--- config.mk ---
export PLATFORM = sky130hd
export DESIGN_NAME = dmem_responder
export DESIGN_NICKNAME = d
export VERILOG_FILES = /design/src/rtl/dmem_responder.sv
export SDC_FILE = /design/constraint.sdc
export NUM_CORES = 1
export LEC_CHECK = 0
export ABC_AREA = 1
export CORE_ASPECT_RATIO = 1.25
export CORE_MARGIN = 8
export CORE_UTILIZATION = 43
export DETAILED_ROUTE_END_ITERATION = 7
export PLACE_DENSITY = 0.86
export SLEW_MARGIN = 20
export SYNTH_ARGS = -nofsm -noshare
export SYNTH_HDL_FRONTEND = slang
export SYNTH_SLANG_ARGS = --single-unit
--- constraint.sdc ---
create_clock -name clk -period 2.5 [get_ports clk]
set_input_delay 0.5 -clock clk [delete_from_list [all_inputs] [get_ports clk]]
set_output_delay 0.5 -clock clk [all_outputs]
set_load 0.005 [all_outputs]
--- src/rtl/dmem_responder.sv ---
// Data-memory responder: serves core load/store requests over a req/ack bus,
// stalling the core until each access completes. Optional posted writes: DMEM_WRITE_BUFFER_EN.
module dmem_responder #(
    parameter int unsigned TIMEOUT_CYCLES = 255,
    parameter logic [31:0] ERR_DATA       = 32'hDEAD_BEEF
) (
    input  logic        clk,
    input  logic        rst,
    input  logic        mem_ren,
    input  logic        mem_wen,
    input  logic [31:0] mem_addr,
    input  logic [31:0] mem_dout,
    output logic [31:0] mem_din,
    output logic        mem_stall,
    output logic        bus_req,
    output logic        bus_we,
    output logic [31:0] bus_addr,
    output logic [31:0] bus_wdata,
    input  logic [31:0] bus_rdata,
    input  logic        bus_ack,
    output logic        bus_err
);

    // state | meaning
    // IDLE  | waiting for a core request; latches address/data/direction
    // REQ   | bus_req held, waiting for bus_ack or timeout
    // DONE  | result available, core released for one cycle
    typedef enum logic [1:0] {IDLE, REQ, DONE} state_t;

    localparam logic [7:0] CNT_LAST = 8'(TIMEOUT_CYCLES - 1);

    state_t     state;
    state_t     state_nxt;
    logic [7:0] cnt;
    logic       req_present;
    logic       timeout;

`ifdef DMEM_WRITE_BUFFER_EN
    logic       posted;
`endif

    assign req_present = mem_ren | mem_wen;
    assign timeout     = (cnt == CNT_LAST);

    always_ff @(posedge clk) begin
        if (!rst) state <= IDLE;
        else      state <= state_nxt;
    end

    always_comb begin
        state_nxt = state;
        case (state)
            IDLE:    if (req_present) state_nxt = REQ;
            REQ:     if (bus_ack || timeout) state_nxt = DONE;
            DONE:    state_nxt = IDLE;
            default: state_nxt = IDLE;
        endcase
    end

    // Ack takes precedence over a timeout landing in the same cycle.
    always_ff @(posedge clk) begin
        if (!rst) begin
            cnt       <= '0;
            mem_din   <= '0;
            bus_we    <= 1'b0;
            bus_addr  <= '0;
            bus_wdata <= '0;
            bus_err   <= 1'b0;
`ifdef DMEM_WRITE_BUFFER_EN
            posted    <= 1'b0;
`endif
        end else begin
            case (state)
                IDLE: begin
                    cnt <= '0;
                    if (req_present) begin
                        bus_addr  <= mem_addr & 32'hFFFF_FFFC;
                        bus_wdata <= mem_dout;
                        bus_we    <= mem_wen;
`ifdef DMEM_WRITE_BUFFER_EN
                        posted    <= mem_wen;
`endif
                    end
                end
                REQ: begin
                    cnt <= cnt + 8'd1;
                    if (bus_ack) begin
                        if (!bus_we) mem_din <= bus_rdata;
                    end else if (timeout) begin
                        if (!bus_we) mem_din <= ERR_DATA;
                        bus_err <= 1'b1;
                    end
                end
                DONE: begin
`ifdef DMEM_WRITE_BUFFER_EN
                    posted <= 1'b0;
`endif
                end
                default: cnt <= '0;
            endcase
        end
    end

    // While a posted write drains, only a newly arriving request is stalled;
    // it is held through DONE and then served from IDLE.
    always_comb begin
        mem_stall = 1'b0;
        bus_req   = 1'b0;
        case (state)
            IDLE: begin
`ifdef DMEM_WRITE_BUFFER_EN
                mem_stall = mem_ren & ~mem_wen;
`else
                mem_stall = req_present;
`endif
            end
            REQ: begin
                bus_req = 1'b1;
`ifdef DMEM_WRITE_BUFFER_EN
                mem_stall = posted ? req_present : 1'b1;
`else
                mem_stall = 1'b1;
`endif
            end
            DONE: begin
`ifdef DMEM_WRITE_BUFFER_EN
                mem_stall = posted & req_present;
`else
                mem_stall = 1'b0;
`endif
            end
            default: mem_stall = 1'b0;
        endcase
        if (!rst) mem_stall = 1'b0;
    end

endmodule

==> run summary, run 1 <==
setup slack at placement - 161.6 ps
initial drt markers - 104
Seq. cell area - 2122 sq um
commonest non-fill, non-tap cells in the layout - 195 x clkdlybuf4s50_1, 160 x nor2_1, 106 x dfxtp_1
total wire length - 12070 um
PnR worst setup slack - 209.9 ps
RSZ-0062 raised after global routing - false
Total Die Area - 12450 sq um
hold slack - 461.9 ps
critical path class - input pin to output port
Reg2Reg Setup Slack - 600 ps
count of final hold-check violations - 0
Max Cap Viol - 0
Worst Setup End Kind - output port
gpl congestion - 0.8220
Lkg Pwr - 2.383 nW
CTS tree - built
vias per cell - 4.871
Clock Sinks - 106
top post-synthesis cells by area - dfxtp_1 54%, nor2_1 15%, o21ai_1 6.9%
cts hold-fix bufs - 0
vias in the first global route - 3831
buffer count from post-CTS setup fixing - 0
Rows - 39
register area share after synthesis - 54.13%
Root Driver - clkbuf_16
fin nets - 774
first-pass GRT wire length - 18650 um
via count - 3892
fmax - 0.4367 GHz
Worst Setup Start Kind - input pin
# IOs - 201
initial antenna violation count - 0
height of the chip - 122.8 um
worst min path class - register to register
share of the synthesized area in the top cell type - 54.13%
Synth cell types - 24
pin count of the biggest net entering global routing - 91
top cell type by total area after synthesis - dfxtp_1
ant diodes - 0
Setup Skew - 6.606 ps
area delta synth->final - 56.34%
Slew @ Worst Pin - 1004 ps
VDD IR-drop max - 0.0004037 V
CTS HTree Levels - 3
Final Max Tran Viols - 0
Tmin final - 2290 ps
Total Power - 0.004074 W
Worst-path clk slew - 70 ps
initial core utilization - 43.42%
pwr dens - 664.8 nW/um^2
Critical Path RT - 2000 ps
Fillers - 698
Final Cell Area - 6128 sq um
Setup violations, final - 0
GR Util All Layers - 18.90%
area occupied by multi-input gates - 1548 sq um
Placement Cell Area - 5856 sq um
CP arrival - 1790 ps
share of post-route cells with drive strength above 1 - 4.734%
IO buf count - 196
Post-Synthesis Cells - 491
post-synthesis register bit count - 106
drt wl/cell - 15.10 um
worst-path fanout max - 2
TNS Setup - 0 ps
Final ANT Viol Nets - 0
drt drc - 0
outcome - finished clean
YS warnings - 0
Rel. slew slack - 32.98%
most common cell after layout, fill and taps aside - clkdlybuf4s50_1
Clock Path Buffers - 2
Num CTS Buffers - 9
final period utilization - 91.60%
clk_lat worst skew - 340 ps
die span in x - 101.4 um
Core Area - 9027 sq um
hpwl dp - 8943 um
grt ovf - 0
DR pass1 iterations - 5
Avg Inst Size Synth - 7.984 sq um
Mapped Area - 3920 sq um
Post-CTS Resized - 0
critical path, stage by stage:
cell	delay, ps
clkdlybuf4s50_1	530
o21ai_4	80
a21oi_1	140
clkdlybuf4s50_1	540
Yosys cell counts:
cell type	count
nand2_2	3
nor2_8	1
a21oi_1	40
inv_1	9
conb_1	1
clkbuf_1	8
nand2_4	3
o21ai_1	54
nand3_1	4
inv_2	3
o21ai_0	37
dfxtp_1	106
nor2_2	1
o31ai_1	1
nand2_1	27
buf_2	8
nor2_1	160
nor3_1	4
buf_6	7
buf_4	9
and3_1	1
o21ai_2	1
xor2_1	1
ha_1	2
stage by stage:
stage	instances	utilization, %
after floorplan	492	-
after global placement	783	64.86
after detailed placement	783	64.86
after CTS	799	67.89
after global routing	799	67.89
final	799	67.89
kinds of logic (layout without fill, tap and decap cells):
kind of cell / Yosys count / count (layout) / synth area share, %
xor gates and xnor gates: 1 / 1 / 0.2235
buffers and inverters: 44 / 228 / 6.671
other: 1 / 2 / 0.09566
adders and majority gates: 2 / 2 / 0.6383
and+or+nand+nor: 204 / 204 / 21.10
DFF: 106 / 106 / 54.13
AOI/OAI and AO/OA: 133 / 133 / 17.14
layout make-up:
type	instances	area share, %
sequential	106	34.63
clock buffer	11	3.961
timing repair buffer	200	32.42
tap	123	2.511
inverter	12	0.7350
clock inverter	5	0.4900
multi-input combinational	342	25.26
final timing paths:
path | startpoint | to | cells after the start
setup / recovery | mem_wen | mem_stall | 4
hold / removal | mem_din[4] | mem_din[4] | 2
setup reg to reg | state[0] | bus_wdata[29] | 6
hold reg to reg | mem_din[4] | mem_din[4] | 2
registers in the layout (all words and copies together) (netlist names):
name and cells:
bus_wdata 32, cnt 8, bus_we 1, bus_addr 30, state 2, bus_err 1, mem_din 32
routing by layer:
| layer | track usage (%) | wire length, um |
|---|---|---|
| met3 | 7.037 | 1287 |
| met2 | 32.44 | 5874 |
| met4 | 8.310 | 238 |
| met5 | 0 | 0 |
| met1 | 20.30 | 4665 |
where the power goes:
group          switching [W]  internal (W)
Combinational       0.000368      0.000487
Sequential         0.0000787       0.00184
Clock               0.000605      0.000698
No activity file was read; power rests on OpenSTA's default activity.
==> run 2: changes to the inputs <==
--- a/config.mk
+++ b/config.mk
@@ -7,10 +7,11 @@
 export LEC_CHECK = 0
 export ABC_AREA = 1
 export CORE_ASPECT_RATIO = 1.25
-export CORE_MARGIN = 8
+export CORE_MARGIN = 2
 export CORE_UTILIZATION = 43
 export DETAILED_ROUTE_END_ITERATION = 7
 export PLACE_DENSITY = 0.86
+export RECOVER_POWER = 50
 export SLEW_MARGIN = 20
 export SYNTH_ARGS = -nofsm -noshare
 export SYNTH_HDL_FRONTEND = slang
==> run 2 against run 1 <==
  * The run now ends with capacitance limit, slew limit left
  * Die area decreased by 20%
  * Clock power decreased by 15%
  * Global-route usage increased by 3.1 points
  * Register-to-register slack got worse by 140 ps
  * Largest cell class unchanged
  * Largest power group unchanged
  * Wire length decreased by 8.4%
==> run summary, run 2 (synthesis gave the netlist of run 1 again) <==
outcome - finished, violations left
failing checks - capacitance limit, slew limit
GR Util All Layers - 21.97%
Num CTS Buffers - 9
fin nets - 775
Gate power share - 21.3%
most common cell after layout, fill and taps aside - nor2_1
initial core utilization - 44.57%
clk_lat worst skew - 360 ps
Core Area - 8796 sq um
Worst-path clk slew - 90 ps
final period utilization - 92.29%
pwr dens - 632.5 nW/um^2
Crit-path slowest cell - clkdlybuf4s50_1
DR pass1 iterations - 5
die span in x - 89.40 um
# IOs - 201
fmax - 0.4334 GHz
Final Max Tran Viols - 91
share of post-route cells with drive strength above 1 - 4.431%
CTS tree - built
commonest non-fill, non-tap cells in the layout - 160 x nor2_1, 135 x clkdlybuf4s50_1, 106 x dfxtp_1
Max Cap Viol - 1
max incr delay on CP - 540 ps
RSZ-0062 raised after global routing - false
drt drc - 0
Clock Sinks - 106
initial antenna violation count - 0
Root Driver - clkbuf_8
critical path class - input pin to output port
gpl congestion - 0.8323
IO buf count - 196
worst min path class - register to register
PnR worst setup slack - 192.8 ps
height of the chip - 110.8 um
Worst Setup End Kind - output port
Worst path most repeated cell - clkdlybuf4s50_1
Fillers - 699
first-pass GRT wire length - 17260 um
Tmin final - 2307 ps
clock share of power - 28.9%
Setup violations, final - 0
area delta synth->final - 54.61%
Setup Skew - 11.06 ps
VDD IR-drop max - 0.0003816 V
vias per cell - 4.848
total wire length - 11060 um
switching portion of total power - 25.97%
vias in the first global route - 3698
Slew @ Worst Pin - 1526 ps
biggest regs - bus_wdata x32, mem_din x32, bus_addr x30
Post-CTS Resized - 0
grt ovf - 0
CP cell instances - clkdlybuf4s50_1 > o21ai_4 > a21oi_1 > clkdlybuf4s50_1
sw power - 0.0009955 W
area occupied by multi-input gates - 1538 sq um
Rows - 38
Seq. cell area - 2122 sq um
setup slack at placement - 178.2 ps
Critical Path RT - 2000 ps
buffer count from post-CTS setup fixing - 0
CTS HTree Levels - 3
worst-path fanout max - 2
pin count of the biggest net entering global routing - 91
TNS Setup - 0 ps
Flop pwr share - 49.8%
Rel. slew slack - -1.725%
cts hold-fix bufs - 0
Worst Setup Start Kind - input pin
initial drt markers - 179
Pint - 0.002838 W
ant diodes - 0
Lkg Pwr - 2.504 nW
Total Die Area - 9901 sq um
hpwl dp - 7933 um
Clock Path Buffers - 2
count of final hold-check violations - 0
Final ANT Viol Nets - 0
CP arrival - 1810 ps
via count - 3864
drt wl/cell - 13.87 um
run 2: through the flow:
step	power (W)	hold WS [ps]	area [sq um]	std cells	utilization (%)
after global placement	0.002773	446.0	5859	781	66.61
after floorplan	0.002312	457.3	3924	492	-
after CTS	0.003909	468.0	6075	797	69.06
after detailed placement	0.002809	453.7	5859	781	66.61
final	0.003833	463.7	6061	797	68.90
after global routing	0.004029	490.1	6061	797	68.90
run 2: power groups by stage:
stage                     clock, W  combinational, W  sequential, W
after floorplan                  0          0.000348        0.00196
after global placement           0          0.000828        0.00194
after detailed placement         0          0.000854        0.00195
after CTS                  0.00113          0.000860        0.00192
after global routing       0.00120          0.000903        0.00193
final                      0.00111          0.000816        0.00191
run 2: critical path: cells and delay by family:
family	cells	cell delay (ps)
buffers and inverters	2	1070
AO/OA/AOI/OAI	2	240
run 2: final cells by class:
| cell class | instances | area share, % |
|---|---|---|
| timing repair buffer | 201 | 32.84 |
| multi-input combinational | 342 | 25.37 |
| tap | 120 | 2.477 |
| sequential | 106 | 35.01 |
| inverter | 12 | 0.7432 |
| clock inverter | 3 | 0.7638 |
| clock buffer | 13 | 2.787 |
run 2: layer usage:
metal	wire length, um	global-route usage, %
met4	277	9.950
met1	4494	25.08
met5	0	0
met3	1058	6.850
met2	5226	36.59
run 2: worst paths after layout:
check	startpoint	endpoint	slack (ps)	cells after the start
worst min register to register	mem_din[29]	mem_din[29]	460	2
worst min-delay path	mem_din[29]	mem_din[29]	460	2
worst max-delay path	mem_wen	mem_stall	190	4
worst max register to register	cnt[0]	mem_din[24]	460	9
